`src/rtl/fpnew_wb_buffer_pkg.sv`:
```
// Shared types for the FPU writeback buffer.
// status_t mirrors the FPU exception-flag layout {NV,DZ,OF,UF,NX}, with NV in the MSB.
package fpnew_wb_buffer_pkg;

    // Number of IEEE exception flags carried with every result
    localparam int unsigned STATUS_W = 5;

    // Exception flags in fflags bit order: NV is bit 4, NX is bit 0
    typedef struct packed {
        logic nv;
        logic dz;
        logic of;
        logic uf;
        logic nx;
    } status_t;

endpackage

```
`src/rtl/fpnew_wb_buffer.sv`:
```
// FPU output buffer sitting between the FPU and the FP register-file writeback port.
// Results are queued in order, so the FPU only sees back-pressure from the registered fill level.
// Exception flags are accrued into the sticky fflags register only when an entry is
// actually consumed by writeback. Entries thrown away by a flush never touch fflags.
module fpnew_wb_buffer
    import fpnew_wb_buffer_pkg::*;
#(
    parameter int unsigned WIDTH     = 64,
    parameter int unsigned DEPTH     = 4,
    parameter int unsigned TAG_WIDTH = 5
) (
    input  logic                         clk_i,
    input  logic                         rst_ni,
    input  logic                         flush_i,
    input  logic [WIDTH-1:0]             fpu_result_i,
    input  logic [STATUS_W-1:0]          fpu_status_i,
    input  logic [TAG_WIDTH-1:0]         fpu_tag_i,
    input  logic                         fpu_valid_i,
    output logic                         fpu_ready_o,
    output logic [WIDTH-1:0]             wb_result_o,
    output logic [STATUS_W-1:0]          wb_status_o,
    output logic [TAG_WIDTH-1:0]         wb_tag_o,
    output logic                         wb_valid_o,
    input  logic                         wb_ready_i,
    input  logic                         fflags_we_i,
    input  logic                         fflags_clr_i,
    input  logic [STATUS_W-1:0]          fflags_wdata_i,
    output logic [STATUS_W-1:0]          fflags_o,
    output logic [$clog2(DEPTH+1)-1:0]   usage_o,
    output logic                         busy_o
);

    localparam int unsigned PTR_W = (DEPTH > 1) ? $clog2(DEPTH) : 1;
    localparam int unsigned CNT_W = $clog2(DEPTH + 1);

    localparam logic [PTR_W-1:0] LAST_PTR = PTR_W'(DEPTH - 1);
    localparam logic [CNT_W-1:0] FULL_CNT = CNT_W'(DEPTH);

    // One buffered FPU result together with its flags and destination tag
    typedef struct packed {
        logic [WIDTH-1:0]     result;
        status_t              status;
        logic [TAG_WIDTH-1:0] tag;
    } entry_t;

    entry_t               r_mem [DEPTH];
    logic [PTR_W-1:0]     r_wrPtr;
    logic [PTR_W-1:0]     r_rdPtr;
    logic [CNT_W-1:0]     r_count;
    logic [STATUS_W-1:0]  r_fflags;

    logic                 w_push;
    logic                 w_pop;
    logic                 w_notFull;
    logic                 w_notEmpty;
    entry_t               w_head;
    entry_t               w_newEntry;
    logic [STATUS_W-1:0]  w_popStatus;
    logic [PTR_W-1:0]     w_wrPtrInc;
    logic [PTR_W-1:0]     w_rdPtrInc;
    logic [CNT_W-1:0]     w_countNext;
    logic [STATUS_W-1:0]  w_fflagsNext;

    // Handshake qualifiers; ready depends only on the registered count
    always_comb begin
        w_notFull  = (r_count != FULL_CNT);
        w_notEmpty = (r_count != '0);
        w_push     = fpu_valid_i && w_notFull && !flush_i;
        w_pop      = w_notEmpty && wb_ready_i;
    end

    // Head entry and the status it contributes to fflags when it commits
    always_comb begin
        w_head      = r_mem[r_rdPtr];
        w_popStatus = w_pop ? STATUS_W'(w_head.status) : '0;
    end

    // Pack the incoming FPU result into a buffer entry
    always_comb begin
        w_newEntry        = '0;
        w_newEntry.result = fpu_result_i;
        w_newEntry.status = status_t'(fpu_status_i);
        w_newEntry.tag    = fpu_tag_i;
    end

    // Pointer increments with wrap at DEPTH-1, so non power-of-two depths work
    always_comb begin
        w_wrPtrInc = (r_wrPtr == LAST_PTR) ? '0 : r_wrPtr + PTR_W'(1);
        w_rdPtrInc = (r_rdPtr == LAST_PTR) ? '0 : r_rdPtr + PTR_W'(1);
    end

    // Occupancy moves by push minus pop; a simultaneous push and pop leaves it unchanged
    always_comb begin
        w_countNext = r_count;
        if (w_push && !w_pop) begin
            w_countNext = r_count + CNT_W'(1);
        end else if (!w_push && w_pop) begin
            w_countNext = r_count - CNT_W'(1);
        end
    end

    // Sticky flag update: a CSR write beats a clear, and a committing entry is always ORed in
    always_comb begin
        w_fflagsNext = r_fflags | w_popStatus;
        if (fflags_we_i) begin
            w_fflagsNext = fflags_wdata_i | w_popStatus;
        end else if (fflags_clr_i) begin
            w_fflagsNext = w_popStatus;
        end
    end

    // Pointer and occupancy registers; a flush empties the buffer and drops any same-cycle push
    always_ff @(posedge clk_i or negedge rst_ni) begin
        if (!rst_ni) begin
            r_wrPtr <= '0;
            r_rdPtr <= '0;
            r_count <= '0;
        end else if (flush_i) begin
            r_wrPtr <= '0;
            r_rdPtr <= '0;
            r_count <= '0;
        end else begin
            if (w_push) begin
                r_wrPtr <= w_wrPtrInc;
            end
            if (w_pop) begin
                r_rdPtr <= w_rdPtrInc;
            end
            r_count <= w_countNext;
        end
    end

    // Sticky fflags register; a pop during a flush still commits because writeback consumed it
    always_ff @(posedge clk_i or negedge rst_ni) begin
        if (!rst_ni) begin
            r_fflags <= '0;
        end else begin
            r_fflags <= w_fflagsNext;
        end
    end

    // Entry storage has no reset; only slots below the count are ever observed
    always_ff @(posedge clk_i) begin
        if (w_push) begin
            r_mem[r_wrPtr] <= w_newEntry;
        end
    end

    // Output drive straight from registers, so a push is never visible in the same cycle
    always_comb begin
        fpu_ready_o = w_notFull;
        wb_valid_o  = w_notEmpty;
        wb_result_o = w_head.result;
        wb_status_o = STATUS_W'(w_head.status);
        wb_tag_o    = w_head.tag;
        fflags_o    = r_fflags;
        usage_o     = r_count;
        busy_o      = w_notEmpty;
    end

`ifndef SYNTHESIS
    // Protocol sanity checks on the internal handshakes
    property p_noPushWhenFull;
        @(posedge clk_i) disable iff (!rst_ni) !(w_push && (r_count == FULL_CNT));
    endproperty

    property p_noPopWhenEmpty;
        @(posedge clk_i) disable iff (!rst_ni) !(w_pop && (r_count == '0));
    endproperty

    property p_headStable;
        @(posedge clk_i) disable iff (!rst_ni)
            (wb_valid_o && !wb_ready_i && !flush_i) |=>
                ($stable(wb_result_o) && $stable(wb_status_o) && $stable(wb_tag_o) && wb_valid_o);
    endproperty

    a_noPushWhenFull  : assert property (p_noPushWhenFull);
    a_noPopWhenEmpty  : assert property (p_noPopWhenEmpty);
    a_headStable      : assert property (p_headStable);
`endif

endmodule

```
`config.mk`:
```
export PLATFORM = sky130hd
export DESIGN_NAME = fpnew_wb_buffer
export DESIGN_NICKNAME = d
export VERILOG_FILES = /design/src/rtl/fpnew_wb_buffer_pkg.sv /design/src/rtl/fpnew_wb_buffer.sv
export SDC_FILE = /design/constraint.sdc
export NUM_CORES = 1
export LEC_CHECK = 0
export BUFFER_PORTS_ARGS = -buffer_cell sky130_fd_sc_hd__buf_2
export CAP_MARGIN = 40
export CORE_ASPECT_RATIO = 0.75
export CORE_MARGIN = 2
export CORE_UTILIZATION = 40
export CTS_BUF_LIST = sky130_fd_sc_hd__clkbuf_4
export DETAILED_ROUTE_END_ITERATION = 7
export PLACE_DENSITY_LB_ADDON = 0.25
export SLEW_MARGIN = 5
export SYNTH_ARGS = -nofsm -noshare
export SYNTH_HDL_FRONTEND = slang
export SYNTH_SLANG_ARGS = --single-unit
export TNS_END_PERCENT = 10
```
`constraint.sdc`:
```
create_clock -name clk_i -period 2.8 [get_ports clk_i]
set_input_delay 0.28 -clock clk_i [delete_from_list [all_inputs] [get_ports clk_i]]
set_output_delay 0.28 -clock clk_i [all_outputs]
set_load 0.02 [all_outputs]
```
==> results.md, run 1 <==
- Maximum vdd drop: 0.342 mV
- GR Overflow Total: 0
- Max Slew Vio Count: 0
- Worst-path clk slew: about 0.070 ns
- Hold_ws: ~0.10 ns
- Max-cap check violation count: 0
- Placer Congestion: ~0.73
- Final period utilization: around 90%
- Num ports: ~170
- H-tree levels: 3
- Hold Path Sink: usage_o[2]
- CP startpoint kind: flop
- Final total power: roughly 12 mW
- Final WL: 23100 um
- Worst Hold Launch: fpu_valid_i
- Core box area: 0.0280 mm^2
- Startpoint of the worst-slack reg-to-reg timing path: r_rdPtr[0]
- Pleak: 5.11 nW
- 1st-iter DRT viols: between 300 and 400
- Critical path data required time: about 2.5 ns
- Flop2flop setup slack: ~0.42 ns
- Storage cell area: ~0.009 mm^2
- Largest net degree at the start of global routing: between 40 and 50
- Final min period: ~2.5 ns
- Worst R2R Path Depth: 5
- Initial antenna violation count: 1
- Reg2reg end: fflags_o[1]
- Crit path DAT: approximately 2.3 ns
- Crit Path Class: reg -> out
- Setup Viol. Count Final: 0
- Fillers: 2287
- DRC viols: 0
- Worst Tran Pin Value: around 0.61 ns
- Cell count after placement: 1014
- Hold violation total from the final report: 0
- Chip width: between 150 and 200 um
- CTS Buf Count: roughly 80
- Fmax: around 390 MHz
- Fin cells: between 1k and 1.5k
- TNS Setup: 0 ns
- Hold Crit Class: in -> reg
- Largest cells by area after synthesis: edfxtp_1 78%, mux4_2 15%, dfrtp_1 2.6%
- Area leader, netlist: edfxtp_1
- All-Layer GR Usage: 16.0%
- Seq/Total Area, Yosys: 80.7%
- Mapped Nets: 557
- Clock Latency Late Sink: around 0.7 ns
- DR vias/cell: approximately 5
- Syn Inst Count: about 470
- First-pass GRT wire length: ~35000 um
- Logic pwr share: between 20 and 25%
- Part of the power in registers: about 47%
- Crit Path Max Fanout: 20
- I/O Buffers: 170
- Chip height: 150 um
- Num rows: 53
- Slew HR: between 50% and 60%
- Clk sinks: between 300 and 400
- Hpwl dp: around 14000 um
- Area Overhead vs Synth: 28.6%
- Share of Yosys cell area claimed by the top area cell type: between 70% and 80%
- Layout cells sized above 1: 45.5%
- Die area: between 0.02 and 0.03 mm^2
- Min-Delay Path Depth: 4
- Skew final: between 0.02 and 0.025 ns
- Syn_area_per_cell: approximately 24 um^2
- Power Dens Cells: 790 mW/mm^2
- Post-synthesis register bit count: 308
- Drt wl/cell: around 19 um
- Pint: slightly above 8 mW
- Vias in the first global route: about 6.5k
- Initial Util: between 40% and 50%
- CTS tree: yes
- 1st-pass router iterations: 4
- Clock Power Share: a little under a third
- Switching share of power: between 20 and 30%
- Final net count: about 890
- Unique cell type count in the Yosys netlist: 32
- Multi-input logic area: 0.00206 mm^2
- Ys Warns: 0
- Net switching power: 3.25 mW
- Antenna Nets Post-Route: 0
- Status: complete, no violations
- Root Buffer: clkbuf_4
- RSZ-0062 raised after global routing: false
- Clock Path Buffers: 3
- Via count: approximately 6k
- Worst setup EP type: output pin
- Mapped Area: 0.0114 mm^2
placed cells by master, fill, tap and decap left out, types with 2 or more instances in the layout:
cell and n:
dfrtp_1 10, inv_2 3, a21oi_1 2, buf_4 9, clkbuf_4 108, clkinv_1 7, o21ai_0 4, nor3b_1 3
dlygate4sd3_1 89, mux4_2 74, edfxtp_1 296, and2_4 4, mux2i_1 3, buf_2 170, mux2_2 2, dfrtp_4 2
a222oi_1 4, inv_1 11, nor2_1 11, buf_12 6, ha_1 5
state kept, by name (all words and copies together) (netlist names):
name	count
r_mem	296
r_rdPtr	2
r_wrPtr	2
fflags_o	5
usage_o	3
metrics by stage:
step | setup WS, ns | area [um^2] | util, %
3_3_place_gp | 0.698 | 12800 | 45.8
2_1_floorplan | -0.349 | 11400 | -
6_report | 0.268 | 14600 | 52.3
3_5_place_dp | 0.666 | 12800 | 45.8
4_1_cts | 0.169 | 14600 | 52.3
5_1_grt | 0.141 | 14600 | 52.3
cell usage after synthesis (all sizes together):
master  instances
edfxtp        296
mux4           74
buf            13
dfrtp          12
inv            11
nor2           11
clkbuf          7
ha              5
a222oi          4
and2            4
o21ai           4
mux2i           3
nor3b           3
a21oi           2
mux2            2
a221o           1
a221oi          1
a311o           1
a31oi           1
fa              1
nand2           1
nand3           1
nand4           1
nor2b           1
nor3            1
nor4            1
o21a            1
o31a            1
or4             1
how the worst max path moves through the flow:
stage / endpoint / cells after the start / startpoint
floorplan: r_mem[0][0] / 3 / usage_o[2]
global placement: r_mem[2][35] / 4 / usage_o[2]
detailed placement: r_mem[3][42] / 4 / usage_o[2]
CTS: wb_result_o[55] / 3 / r_rdPtr[1]
global route: wb_result_o[55] / 3 / r_rdPtr[1]
finish: wb_result_o[55] / 3 / r_rdPtr[1]
cell type report:
class                      count  area share, %
inverter                      11          0.282
antenna                        1         0.0171
tap                          385           3.29
sequential                   308           62.8
clock buffer                 108           5.54
multi-input combinational    126           14.1
clock inverter                14          0.607
timing repair buffer         275           13.4
kinds of logic (layout without fill, tap and decap cells):
| group | after synthesis | count (layout) | synth area share, % |
|---|---|---|---|
| buffers and inverters | 31 | 408 | 1.29 |
| other | 0 | 1 | 0 |
| adders and majority gates | 6 | 6 | 0.725 |
| DFF | 308 | 308 | 80.7 |
| muxes | 79 | 79 | 15.1 |
| AOI/OAI and AO/OA | 16 | 16 | 1.07 |
| and+or+nand+nor | 25 | 25 | 1.13 |
worst max-delay path: stages (launching register included):
cell	delay [ns]
dfrtp_4	0.64
buf_4	0.35
mux4_2	0.40
buf_2	0.19
power groups by stage:
stage | clock network [mW] | registers, mW | logic, mW
final | 3.52 | 5.43 | 2.61
after global placement | 0 | 5.54 | 2.45
after detailed placement | 0 | 5.56 | 2.47
after global routing | 3.91 | 5.45 | 2.81
after CTS | 3.67 | 5.43 | 2.66
after floorplan | 0 | 5.53 | 1.66
metal layers:
layer	routed length [um]	vias up	GRT usage, %
met4	367	0	6.46
met1	10200	3097	20.6
met2	10800	185	25.0
met5	0	-	0
li1	-	2697	-
met3	1690	34	5.53
what timing repair did:
item | CTS | global route
hold buffers | 89 | 0
setup buffers | 2 | 0
hold endpoints to repair | 320 | 0
endpoints found under the setup margin | 7 | 0
resized for setup | 1 | 0
(Power assumes the default switching activity.)
==> run 2, diff against run 1 <==
Settings changed: CTS_BUF_LIST sky130_fd_sc_hd__clkbuf_4 to not set.
==> run 2 against run 1 <==
Against the previous run: total power is 2.0% higher; flip-flop and latch count unchanged; wire length decreased by 3.0%; hold slack got worse by 0.052 ns; clock-buffer cell count down 66; global-route usage down 0.74 points; final cell count shrank 6.4%; clock skew fell by 0.0088 ns; critical path type unchanged; largest cell class unchanged; largest power group unchanged.
==> results.md, run 2 (same netlist as run 1, synthesis figures left out) <==
- GR Overflow Total: 0 (unchanged)
- Num ports: 171 (unchanged)
- Hold_ws: 0.0518 ns (-0.0517 ns)
- Root Buffer: clkbuf_16
- Initial antenna violation count: 1 (unchanged)
- Final min period: 2.58 ns (+0.0484 ns)
- 1st-pass router iterations: 4 (unchanged)
- Commonest non-fill, non-tap cell in the layout: edfxtp_1
- CP startpoint kind: flop
- DR vias/cell: 4.91 (+0.25%)
- Worst slack at placement: 0.666 ns (unchanged)
- Hold Crit Class: in -> reg
- Area Overhead vs Synth: 27.9%
- Chip width: 199 um (unchanged)
- Commonest cells after routing, fill and taps aside: 296 x edfxtp_1, 170 x buf_2, 80 x dlygate4sd3_1
- Worst-path cell chain: buf_12 > mux4_2 > buf_2
- Crit path DAT: 2.30 ns (+0.05 ns)
- Min-Delay Path Depth: 3 (-1)
- Placer Congestion: 0.732 (unchanged)
- CTS tree: yes
- Slew HR: 58.5% (-0.88 points)
- Final net count: 834 (-6.5%)
- Core box area: 0.0280 mm^2 (unchanged)
- Pleak: 4.98 nW (-2.7%)
- Reg2reg end: usage_o[2]
- Num rows: 53 (unchanged)
- Final period utilization: 92.2% (+1.7 points)
- RSZ-0062 raised after global routing: false
- Hold Path Sink: r_wrPtr[1]
- Drt wl/cell: 19.5 um (+3.6%)
- Via count: 5645 (-6.1%)
- Hold violation total from the final report: 0 (unchanged)
- CP Depth: 3 (unchanged)
- H-tree levels: 1 (-2)
- All-Layer GR Usage: 15.2% (-0.74 points)
- Worst Tran Pin Value: 0.621 ns (+0.0139 ns)
- Slowest cell on crit path: dfrtp_4
- 1st-iter DRT viols: 354 (+13%)
- Postcts setup bufs: 0 (-2)
- Worst-path clk slew: 0.06 ns (about the same)
- Layout cells sized above 1: 40.3% (-5.2 points)
- Clk sinks: 308 (unchanged)
- Setup Viol. Count Final: 0 (unchanged)
- Crit Path Class: reg -> out
- Worst setup EP type: output pin
- Clock Latency Late Sink: 0.54 ns (-0.14 ns)
- Fin util: 52.1% (-0.25 points)
- Storage cell area: 0.00920 mm^2 (unchanged)
- Largest Register: r_mem
- Status: complete, no violations
- Flop2flop setup slack: 0.59 ns (+0.17 ns)
- Startpoint of the worst-slack reg-to-reg timing path: usage_o[0]
- Setup ws final: 0.219 ns (-0.0484 ns)
- First-pass GRT wire length: 34400 um (-2.3%)
- Vias in the first global route: 6092 (-6.7%)
- DRC viols: 0 (unchanged)
- CTS Buf Count: 31 (-60%)
- Antenna Nets Post-Route: 0 (unchanged)
- Cell count after placement: 1014 (unchanged)
- Max Slew Vio Count: 0 (unchanged)
- Fmax: 388 MHz (-1.9%)
- Max-cap check violation count: 0 (unchanged)
- Worst Hold Launch: fpu_valid_i
- Placed Area: 0.0128 mm^2 (unchanged)
- Largest net degree at the start of global routing: 43 (unchanged)
- Clock Path Buffers: 3 (unchanged)
- Max FFs per register: 296 (unchanged)
- Maximum vdd drop: 0.466 mV (+36%)
- Hpwl dp: 13700 um (unchanged)
- Fin cells: 1150 (-6.4%)
- Multi-input logic area: 0.00206 mm^2 (unchanged)
- Final Cell Area: 0.0146 mm^2 (-0.49%)
- Family with the most delay on the worst path: flip-flops
- Initial Util: 40.7% (unchanged)
- Final WL: 22400 um (-3.0%)
- Fillers: 2228 (-2.6%)
- Power Dens Cells: 810 mW/mm^2 (+2.5%)
- Buffer and inverter count on the worst path: 2 (unchanged)
- I/O Buffers: 170 (unchanged)
- Critical path data required time: 2.52 ns (about the same)
- Worst path max stage delay: 0.62 ns (-0.02 ns)
- Worst R2R Path Depth: 6 (+1)
- Crit Path Max Fanout: 34 (+70%)
- Chip height: 150 um (unchanged)
- TNS Setup: 0 ns (unchanged)
- Cts hold-fix bufs: 80 (-10%)
- Die area: 0.0298 mm^2 (unchanged)
- CTS resizes: 0 (-1)
- Final total power: 11.8 mW (+2.0%)
- Skew final: 0.0124 ns (-0.00876 ns)
## run 2: worst reg2reg max path, delay by kind of cell (launching register included)
family / cells / cell delay (ns)
AO/OA/AOI/OAI: 2 / 0.22
adder cells (fa/ha/maj): 1 / 0.47
flip-flops: 1 / 0.46
AND/OR/NAND/NOR: 3 / 0.94
## run 2: how the worst max path moves through the flow
stage	slack, ns	from	endpoint
2_1_floorplan	-0.35	usage_o[2]	r_mem[0][0]
3_3_place_gp	0.70	usage_o[2]	r_mem[2][35]
3_5_place_dp	0.67	usage_o[2]	r_mem[3][42]
4_1_cts	0.16	r_rdPtr[0]	wb_result_o[54]
5_1_grt	0.1	r_rdPtr[0]	wb_result_o[55]
6_report	0.22	r_rdPtr[0]	wb_result_o[54]
## run 2: cell type report
class                   instances  share of cell area, %
flip-flops and latches        308                   63.1
multi-input cells             126                   14.2
repair buffers                264                   12.7
clock buffers                  42                   5.81
well taps                     385                   3.31
clock inverters                13                  0.644
inverters                      11                  0.283
diodes                          1                 0.0172
## run 2: per-layer routing
metal / vias to the layer above / global-route usage (%) / share of wire (%)
met2: 166 / 24.6 / 46
met4: 0 / 3.10 / 1.8
li1: 2532 / - / -
met5: - / 0 / 0
met3: 31 / 3.94 / 6.7
met1: 2916 / 21.2 / 45
## run 2: power breakdown
group / total, mW / switching (mW) / internal, mW
Combinational: 2.53 / 1.42 / 1.10
Clock: 3.81 / 1.61 / 2.19
Sequential: 5.46 / 0.144 / 5.32
Total: 11.8 / 3.18 / 8.61
==> run 3, diff against run 2 <==
Settings changed: PLACE_DENSITY_LB_ADDON 0.25 to not set.
==> run 3 against run 2 <==
Against the previous run: utilization shrank 0.13 points; non-clock buffer count shrank 1; clock-buffer cell count shrank 9; sequential power shrank 0.7%; via count grew 0.92%; sequential share of layout area grew 0.16 points; flip-flop and latch count is the same; die area is the same; critical path depth is the same; fmax grew 5.6%; register-to-register slack gained 0.04 ns; design area shrank 0.26%; largest cell class unchanged.
==> results.md, run 3 (same netlist as run 1, synthesis figures left out) <==
- Slew HR: 64.2% (+5.7 points)
- Core box area: 0.0280 mm^2 (unchanged)
- Drt wl/cell: 19.7 um (+0.86%)
- Largest Register: r_mem
- Max FFs per register: 296 (unchanged)
- CTS Buf Count: 29 (-6.5%)
- Final WL: 22600 um (+0.59%)
- Max Slew Vio Count: 0 (unchanged)
- Worst-path cell chain: buf_4 > mux4_2 > buf_2
- Hold Crit Class: in -> reg
- Clk sinks: 308 (unchanged)
- DR vias/cell: 4.97 (+1.2%)
- Hpwl dp: 13500 um (-1.6%)
- GR Overflow Total: 0 (unchanged)
- Hold violation total from the final report: 0 (unchanged)
- First-pass GRT wire length: 34600 um (+0.60%)
- WL met3: 1520 um (+0.60%)
- Fin cells: 1147 (-0.26%)
- Placer Congestion: 0.775 (+5.9%)
- Final net count: 831 (-0.36%)
- Crit Path Class: reg -> out
- 1st-iter DRT viols: 351 (-0.85%)
- Final period utilization: 87.2% (-4.9 points)
- Cell count after placement: 1013 (-0.099%)
- Worst slack at placement: 0.660 ns (-0.00613 ns)
- Hold_ws: 0.0562 ns (+0.00438 ns)
- Power Dens Cells: 807 mW/mm^2 (-0.30%)
- Chip height: 150 um (unchanged)
- Met1 wire length: 10200 um (+0.93%)
- 1st-pass router iterations: 4 (unchanged)
- Critical path data required time: 2.52 ns (about the same)
- Fmax: 409 MHz (+5.6%)
- Met2 WL: 10400 um (+0.49%)
- Worst R2R Path Depth: 6 (unchanged)
- Skew final: 0.0214 ns (+0.00903 ns)
- Worst-path clk slew: 0.06 ns (about the same)
- Initial Util: 40.7% (unchanged)
- CTS tree: yes
- Root Buffer: clkbuf_16
- CTS resizes: 0 (unchanged)
- Initial antenna violation count: 2 (+1)
- RSZ-0062 raised after global routing: false
- Worst Tran Pin Value: 0.536 ns (-0.0849 ns)
- Antenna Nets Post-Route: 0 (unchanged)
- Pleak: 4.95 nW (-0.51%)
- Postcts setup bufs: 0 (unchanged)
- Worst path max stage delay: 0.62 ns (about the same)
- Crit path DAT: 2.16 ns (-0.14 ns)
- Family with the most delay on the worst path: multiplexers
- Worst setup EP type: output pin
- Clock Path Buffers: 3 (unchanged)
- CP Depth: 3 (unchanged)
- Layout cells sized above 1: 40.0% (-0.31 points)
- All-Layer GR Usage: 15.2% (-0.075 points)
- DRC viols: 0 (unchanged)
- Chip width: 199 um (unchanged)
- Buffer and inverter count on the worst path: 2 (unchanged)
- Max layer used: met4
- Commonest cells after routing, fill and taps aside: 296 x edfxtp_1, 170 x buf_2, 80 x dlygate4sd3_1
- Area Overhead vs Synth: 27.6%
- Final min period: 2.44 ns (-0.138 ns)
- Commonest non-fill, non-tap cell in the layout: edfxtp_1
- Crit Path Max Fanout: 18 (-47%)
- Min-Delay Path Depth: 2 (-1)
- Maximum vdd drop: 0.570 mV (+22%)
- Vias in the first global route: 6109 (+0.28%)
- Max-cap check violation count: 0 (unchanged)
- I/O Buffers: 170 (unchanged)
- Num ports: 171 (unchanged)
- Num rows: 53 (unchanged)
- Final total power: 11.7 mW (-0.56%)
- Status: complete, no violations
- Die area: 0.0298 mm^2 (unchanged)
- Slowest cell on crit path: mux4_2
- CP startpoint kind: flop
- Via count: 5697 (+0.92%)
- Cts hold-fix bufs: 80 (unchanged)
- Setup ws final: 0.357 ns (+0.138 ns)
- Clock Latency Late Sink: 0.55 ns (about the same)
- Largest net degree at the start of global routing: 54 (+26%)
- H-tree levels: 1 (unchanged)
- Setup Viol. Count Final: 0 (unchanged)
- Fillers: 2277 (+2.2%)
[run 3: cell types whose count changed in the layout (fill, tap and decap cells not counted), sizes merged]
cell / previous run / this run
buf: 184 / 183
bufinv: 1 / 3
inv: 11 / 12
diode: 1 / 2
clkbuf: 42 / 33
clkinvlp: 1 / 2
clkinv: 11 / 13
[run 3: worst reg2reg max path, delay by kind of cell (launching register included)]
| family | cells | cell delay, ns |
|---|---|---|
| AO/OA/AOI/OAI | 3 | 0.92 |
| adder cells (fa/ha/maj) | 1 | 0.33 |
| flip-flops | 1 | 0.47 |
| AND/OR/NAND/NOR | 2 | 0.39 |
[run 3: cell type report]
class,count,area [um^2],share of cell area (%)
clock buffer,33,741,5.10
timing repair buffer,263,1840,12.6
sequential,308,9200,63.3
inverter,11,41.3,0.284
clock inverter,19,168,1.15
tap,385,482,3.31
antenna,2,5.00,0.0344
multi-input combinational,126,2060,14.2
[run 3: stage by stage]
stage / cell area [um^2] / util [%] / setup TNS, ns
after floorplan: 11400 / - / -77.45
after global placement: 12800 / 45.8 / 0
after detailed placement: 12800 / 45.8 / 0
after CTS: 14500 / 51.9 / 0
after global routing: 14500 / 51.9 / 0
final: 14500 / 51.9 / 0
[run 3: worst paths after layout]
kind / from / endpoint / slack (ns)
max in group asynchronous: rst_ni / r_rdPtr[0] / 2.38
worst min register to register: fflags_o[2] / fflags_o[2] / 0.50
worst max-delay path: r_rdPtr[0] / wb_status_o[3] / 0.36
worst max register to register: usage_o[0] / usage_o[2] / 0.63
min in group asynchronous: rst_ni / fflags_o[3] / 0.18
worst min-delay path: flush_i / r_wrPtr[0] / 0.06
[run 3: per-layer routing]
metal | vias up | global-route usage (%)
met4 | 0 | 3.10
met5 | - | 0
met1 | 2974 | 21.3
met2 | 168 | 23.9
li1 | 2530 | -
met3 | 25 | 4.32
[run 3: power by group]
part	switching (mW)	internal, mW	leakage (nW)
clock network	1.58	2.16	0.439
registers	0.0970	5.32	2.84
logic	1.47	1.11	1.67
total	3.14	8.58	4.95
